===== src/rtl/usb_pkg.sv =====
// usb_pkg: shared USB definitions for the transmit path.
//   usb_tx_state_e        - NRZI transmitter state encoding
//   LINE_J/LINE_K/LINE_SE0 - line levels packed as {dp, dm}
//   USB_CLKS_PER_BIT_DFLT - default clk cycles per full-speed bit time
//   nrzi_next()           - next line level for one NRZI-encoded bit
package usb_pkg;

  typedef enum logic [1:0] {
    IDLE    = 2'd0,
    DATA    = 2'd1,
    EOP_SE0 = 2'd2,
    EOP_J   = 2'd3
  } usb_tx_state_e;

  localparam logic [1:0] LINE_J   = 2'b10;
  localparam logic [1:0] LINE_K   = 2'b01;
  localparam logic [1:0] LINE_SE0 = 2'b00;

  localparam int USB_CLKS_PER_BIT_DFLT = 4;

  // A 0 toggles J<->K, a 1 holds the level. J and K are bitwise
  // complements, so inversion is the toggle.
  function automatic logic [1:0] nrzi_next(input logic [1:0] level, input logic b);
    return b ? level : ~level;
  endfunction

endpackage


===== src/rtl/usb_bit_timer.sv =====
// usb_bit_timer: bit-time counter and strobe for the USB NRZI transmitter.
// Ports:
//   clk    - system clock
//   nRST   - asynchronous active-low reset
//   clear  - synchronous clear of the counter to 0 (has priority)
//   enable - count 0..CLKS_PER_BIT-1 and wrap
//   strobe - high while enabled and the counter is at CLKS_PER_BIT-1
module usb_bit_timer
  import usb_pkg::*;
#(
  parameter int CLKS_PER_BIT = USB_CLKS_PER_BIT_DFLT
) (
  input  logic clk,
  input  logic nRST,
  input  logic clear,
  input  logic enable,
  output logic strobe
);

  localparam int CNT_W = (CLKS_PER_BIT > 2) ? $clog2(CLKS_PER_BIT) : 1;
  localparam logic [CNT_W-1:0] CNT_MAX = CNT_W'(CLKS_PER_BIT - 1);

  logic [CNT_W-1:0] cnt;

  always_ff @(posedge clk or negedge nRST) begin
    if (!nRST) begin
      cnt <= '0;
    end else if (clear) begin
      cnt <= '0;
    end else if (enable) begin
      cnt <= (cnt == CNT_MAX) ? '0 : cnt + CNT_W'(1);
    end
  end

  assign strobe = enable & (cnt == CNT_MAX);

endmodule


===== src/rtl/usb_nrzi_tx.sv =====
// usb_nrzi_tx: USB full-speed NRZI line encoder with EOP generation.
// Accepts stuffed bits over a valid/ready handshake, drives dp/dm with
// NRZI encoding (each level held CLKS_PER_BIT clks), then appends
// SE0 for two bit times and J for one bit time after the last bit.
// Ports:
//   clk, nRST          - clock, asynchronous active-low reset
//   in_bit, in_valid   - stuffed bit and its valid qualifier
//   in_last            - marks the final bit of the packet
//   in_ready           - bit accepted when in_valid & in_ready
//   dp, dm             - USB line levels
//   oe                 - transceiver output enable
//   busy               - high whenever not IDLE
//   underrun           - one-cycle pulse when the source starves a bit
//                        slot; present only with USB_NRZI_UNDERRUN_CHK_EN
// Build option: `define USB_NRZI_UNDERRUN_CHK_EN to abort a starved packet
// with an EOP; otherwise a starved slot repeats the level (a 1 bit).
//
// state   | meaning
// IDLE    | line J, oe low, waiting for first bit of a packet
// DATA    | sending NRZI bits, one per bit time
// EOP_SE0 | SE0 for two bit times
// EOP_J   | J for one bit time, then back to IDLE
module usb_nrzi_tx
  import usb_pkg::*;
#(
  parameter int CLKS_PER_BIT = USB_CLKS_PER_BIT_DFLT
) (
  input  logic clk,
  input  logic nRST,
  input  logic in_bit,
  input  logic in_valid,
  input  logic in_last,
  output logic in_ready,
  output logic dp,
  output logic dm,
  output logic oe,
  output logic busy
`ifdef USB_NRZI_UNDERRUN_CHK_EN
  ,
  output logic underrun
`endif
);

  usb_tx_state_e state;
  logic [1:0]    line;
  logic          last_pend;
  logic          eop_half;
  logic          strobe;
  logic          xfer;

  assign busy = (state != IDLE);
  assign oe   = busy;
  assign dp   = line[1];
  assign dm   = line[0];

  // Once the last bit is in flight, the next strobe only closes the
  // packet, so no further bit may be accepted there.
  always_comb begin
    in_ready = 1'b0;
    case (state)
      IDLE:    in_ready = 1'b1;
      DATA:    in_ready = strobe & ~last_pend;
      default: in_ready = 1'b0;
    endcase
  end

  assign xfer = in_valid & in_ready;

  // The timer is held at 0 in IDLE and free-runs across DATA and both EOP
  // states, so bit boundaries stay aligned with no bubble.
  usb_bit_timer #(
    .CLKS_PER_BIT(CLKS_PER_BIT)
  ) u_bit_timer (
    .clk    (clk),
    .nRST   (nRST),
    .clear  (~busy),
    .enable (busy),
    .strobe (strobe)
  );

  always_ff @(posedge clk or negedge nRST) begin
    if (!nRST) begin
      state     <= IDLE;
      line      <= LINE_J;
      last_pend <= 1'b0;
      eop_half  <= 1'b0;
    end else begin
      case (state)
        IDLE: begin
          if (xfer) begin
            state     <= DATA;
            line      <= nrzi_next(LINE_J, in_bit);
            last_pend <= in_last;
          end
        end
        DATA: begin
          if (strobe) begin
            if (last_pend) begin
              state     <= EOP_SE0;
              line      <= LINE_SE0;
              last_pend <= 1'b0;
              eop_half  <= 1'b0;
            end else if (xfer) begin
              line      <= nrzi_next(line, in_bit);
              last_pend <= in_last;
            end
`ifdef USB_NRZI_UNDERRUN_CHK_EN
            else begin
              state    <= EOP_SE0;
              line     <= LINE_SE0;
              eop_half <= 1'b0;
            end
`endif
          end
        end
        EOP_SE0: begin
          if (strobe) begin
            if (eop_half) begin
              state <= EOP_J;
              line  <= LINE_J;
            end else begin
              eop_half <= 1'b1;
            end
          end
        end
        EOP_J: begin
          if (strobe) begin
            state <= IDLE;
          end
        end
        default: state <= IDLE;
      endcase
    end
  end

`ifdef USB_NRZI_UNDERRUN_CHK_EN
  always_ff @(posedge clk or negedge nRST) begin
    if (!nRST) begin
      underrun <= 1'b0;
    end else begin
      underrun <= (state == DATA) & strobe & ~last_pend & ~in_valid;
    end
  end
`endif

endmodule


===== config.mk =====
export PLATFORM = sky130hd
export DESIGN_NAME = usb_nrzi_tx
export DESIGN_NICKNAME = d
export VERILOG_FILES = /design/src/rtl/usb_pkg.sv /design/src/rtl/usb_bit_timer.sv /design/src/rtl/usb_nrzi_tx.sv
export SDC_FILE = /design/constraint.sdc
export NUM_CORES = 1
export LEC_CHECK = 0
export CORE_AREA = 2 2 39 41
export CTS_CLUSTER_DIAMETER = 60
export CTS_CLUSTER_SIZE = 20
export DETAILED_ROUTE_END_ITERATION = 8
export DIE_AREA = 0 0 41 43
export PLACE_DENSITY = 0.68
export SYNTH_ARGS = -nofsm -noshare
export SYNTH_HDL_FRONTEND = slang
export SYNTH_SLANG_ARGS = --single-unit

===== constraint.sdc =====
create_clock -name clk -period 2.1 [get_ports clk]
set_input_delay 0.525 -clock clk [delete_from_list [all_inputs] [get_ports clk]]
set_output_delay 0.525 -clock clk [all_outputs]
set_load 0.005 [all_outputs]

==> metrics.cfg <==
[synthesis]
syn_nets = 72
synthCells = 61
synthAdderAreaFrac_pct = 13.4
synth_mux_area_share_pct = 8.04
synth_top_family_by_area = simple AND/OR/NAND/NOR gates
synth.avg_cell_area_um2 = 9.19
ys_top_cells_by_area = dfrtp_1 (31%), ha_1 (13%), nand2_1 (6.7%), mux2i_1 (5.4%), inv_1 (5.4%)
synth-edff-count = 0
yosysWarnings = 0
synth_area_um2 = 561
synthArstFlopShare_pct = 100
ys_seq_area_share_pct = 35.9
ys_types = 25
synth_seq_cells = 8
yosys.area_share.simple_pct = 18.3
yosysTopAreaCell = dfrtp_1
synthFlopType = dfrtp_1
synth-compound-area-share_pct = 17.0
yosysTopAreaCellShare_pct = 31.3
synth_xor_area_share_pct = 0

[grt]
grt_max_degree = 9
grt.overflow.total = 0
grt.total_usage_pct = 17.8
grt_antenna_before_repair = 0
grt_pass1_wl_mm = 2.11
grt_pass1_vias = 516

[worst_setup_path]
r2r_cells = 9
endpoint_kind = output port
required_ns = 1.57
path_cells = inv_2 -> buf_4 -> ha_1 -> inv_2 -> buf_4 -> nand2_1 -> dlygate4sd2_1
arrival_ns = 1.48
r2r_slack_ns = 0.31
worstSetupPathType = flip-flop to output port
critPathMaxStageDelay_ns = 0.36
cp-start-kind = flip-flop
crit_fanout = 3
worst_path_max_delay_cell = dfrtp_1

[cells_and_area]
drive_gt1_share_pct = 31.3
antenna_cells = 0
final_util_pct = 55.9
area_growth_pct = 37.9
final_nets = 95

[cts]
root_buffer = clkbuf_4
ctsHoldBuffers = 0
htreeDepth = 1
clkSinkCount = 8
cts_tree = yes
numCtsBuffers = 3
clk_path_buf_depth = 2
insertion_delay_ns = 0.27
clkTransAtPathRegs_ns = 0.06

[timing]
whs_ns = 0.443
finalMaxSlewViolations = 0
fmax_ghz = 0.499
finClkSkew_ns = 0.000342
setup-tns-final_ns = 0
timing.slew.headroom_pct = 74.3
final_hold_viol_count = 0
rsz0062_at_grt = no
period_needed_ns = 2.00
finalSetupViolations = 0
tightest_slew_ns = 0.385
period_share_pct = 95.5

[route]
via_count = 488
antenna_left = 0
via_per_inst = 4.93
drt-initial-drc-count = 7
routed_wl_mm = 1.22
drc = 0
wire_per_inst_um = 12.3
first_pass_iters = 3

[floorplan]
die-height_um = 43
design.die.area_mm2 = 0.00176
core_mm2 = 0.00138
io_pins = 10
die_w_um = 41
start_util_pct = 40.5
row_count = 14

[worst_hold_path]
hold_depth = 1
hold_class = flip-flop to flip-flop

[placed_design]
dp_hpwl_um = 880
portBuffers = 9
gp_congestion = 0.806

[pwr]
worst_ir_drop_vdd_mv = 0.863
leakage_nw = 0.386
powerDensity_mw_per_mm2 = 1680

[run]
drv_cap = 0

[outcome]
status = completed

placed cells by master, fill, tap and decap left out, types with 2 or more instances in the layout:
cell type         n
inv_2             3
mux2i_1           3
dfrtp_1           7
inv_1             6
o21ai_0           2
clkbuf_4          3
clkdlybuf4s50_1   6
buf_4            10
nor2_1            3
o21ai_2           2
dlymetal6s2s_1    2
o211ai_1          2
a21oi_1           2
ha_1              5
nand2_1          10
final timing paths:
kind | start | endpoint
worst min-delay path | u_bit_timer.cnt[0] | u_bit_timer.cnt[0]
worst max-delay path | state[1] | in_ready
worst min register to register | u_bit_timer.cnt[0] | u_bit_timer.cnt[0]
worst max register to register | state[1] | state[1]
max in group asynchronous | nRST | line[1]
min in group asynchronous | nRST | last_pend
what timing repair did:
action                     CTS  global route
setup endpoints to repair    3             3
gates resized for setup      5             2
setup buffers                4             2
pin swaps                    0             0
cells in the mapped netlist (all sizes together), types with 2 or more instances:
library cell,number
o211ai,2
nand3,2
nor2,4
mux2i,3
dfrtp,7
nand2,10
ha,6
o21ai,5
inv,9
a21oi,2
worst max-delay path: cells and delay by family, from the launching register on:
family	cells	cell delay, ns
buffers and inverters	5	0.60
DFF	1	0.36
adders and majority gates	1	0.20
and+or+nand+nor	1	0.04
kinds of logic (layout without fill, tap and decap cells):
kind of cell,Yosys count,after routing
compound gates,13,13
fa+ha+maj,6,6
buf+inv,10,32
flops,8,8
mux,4,4
simple gates,20,20
metal layers:
layer  track usage [%]  vias to the layer above  part of all wire [%]
li1                  -                      248                     -
met1              21.0                      230                    44
met2              28.4                        8                    51
met3              3.14                        2                   2.9
met4              10.0                        0                   2.0
met5                 0                        -                     0
through the flow:
stage / total power, W / instances / area (um2) / setup slack [ns]
3_3_place_gp: 0.00106 / 89 / 693 / 0.141
3_5_place_dp: 0.00108 / 89 / 693 / 0.0991
4_1_cts: 0.00128 / 97 / 753 / 0.00376
5_1_grt: 0.00142 / 99 / 773 / 0.00737
6_report: 0.00130 / 99 / 773 / 0.0950
2_1_floorplan: 0.000830 / 61 / 561 / 0.450
final cells by class:
type	count	area [um2]
Clock buffer	4	26.3
Fill cell	123	611
Inverter	9	33.8
Multi-Input combinational cell	43	323
Sequential cell	8	201
Tap cell	16	20.0
Timing Repair Buffer	19	169
flip-flops by register name (all words and copies together) (netlist names):
name and cells:
line 2, u_bit_timer.cnt 2, eop_half 1, state 2, last_pend 1
report_power, final:
group          internal (W)  total [W]  switching, W
Sequential         0.000238   0.000290     0.0000517
Combinational      0.000463   0.000869      0.000405
Clock             0.0000737   0.000142     0.0000679
No activity file was read; power rests on OpenSTA's default activity.
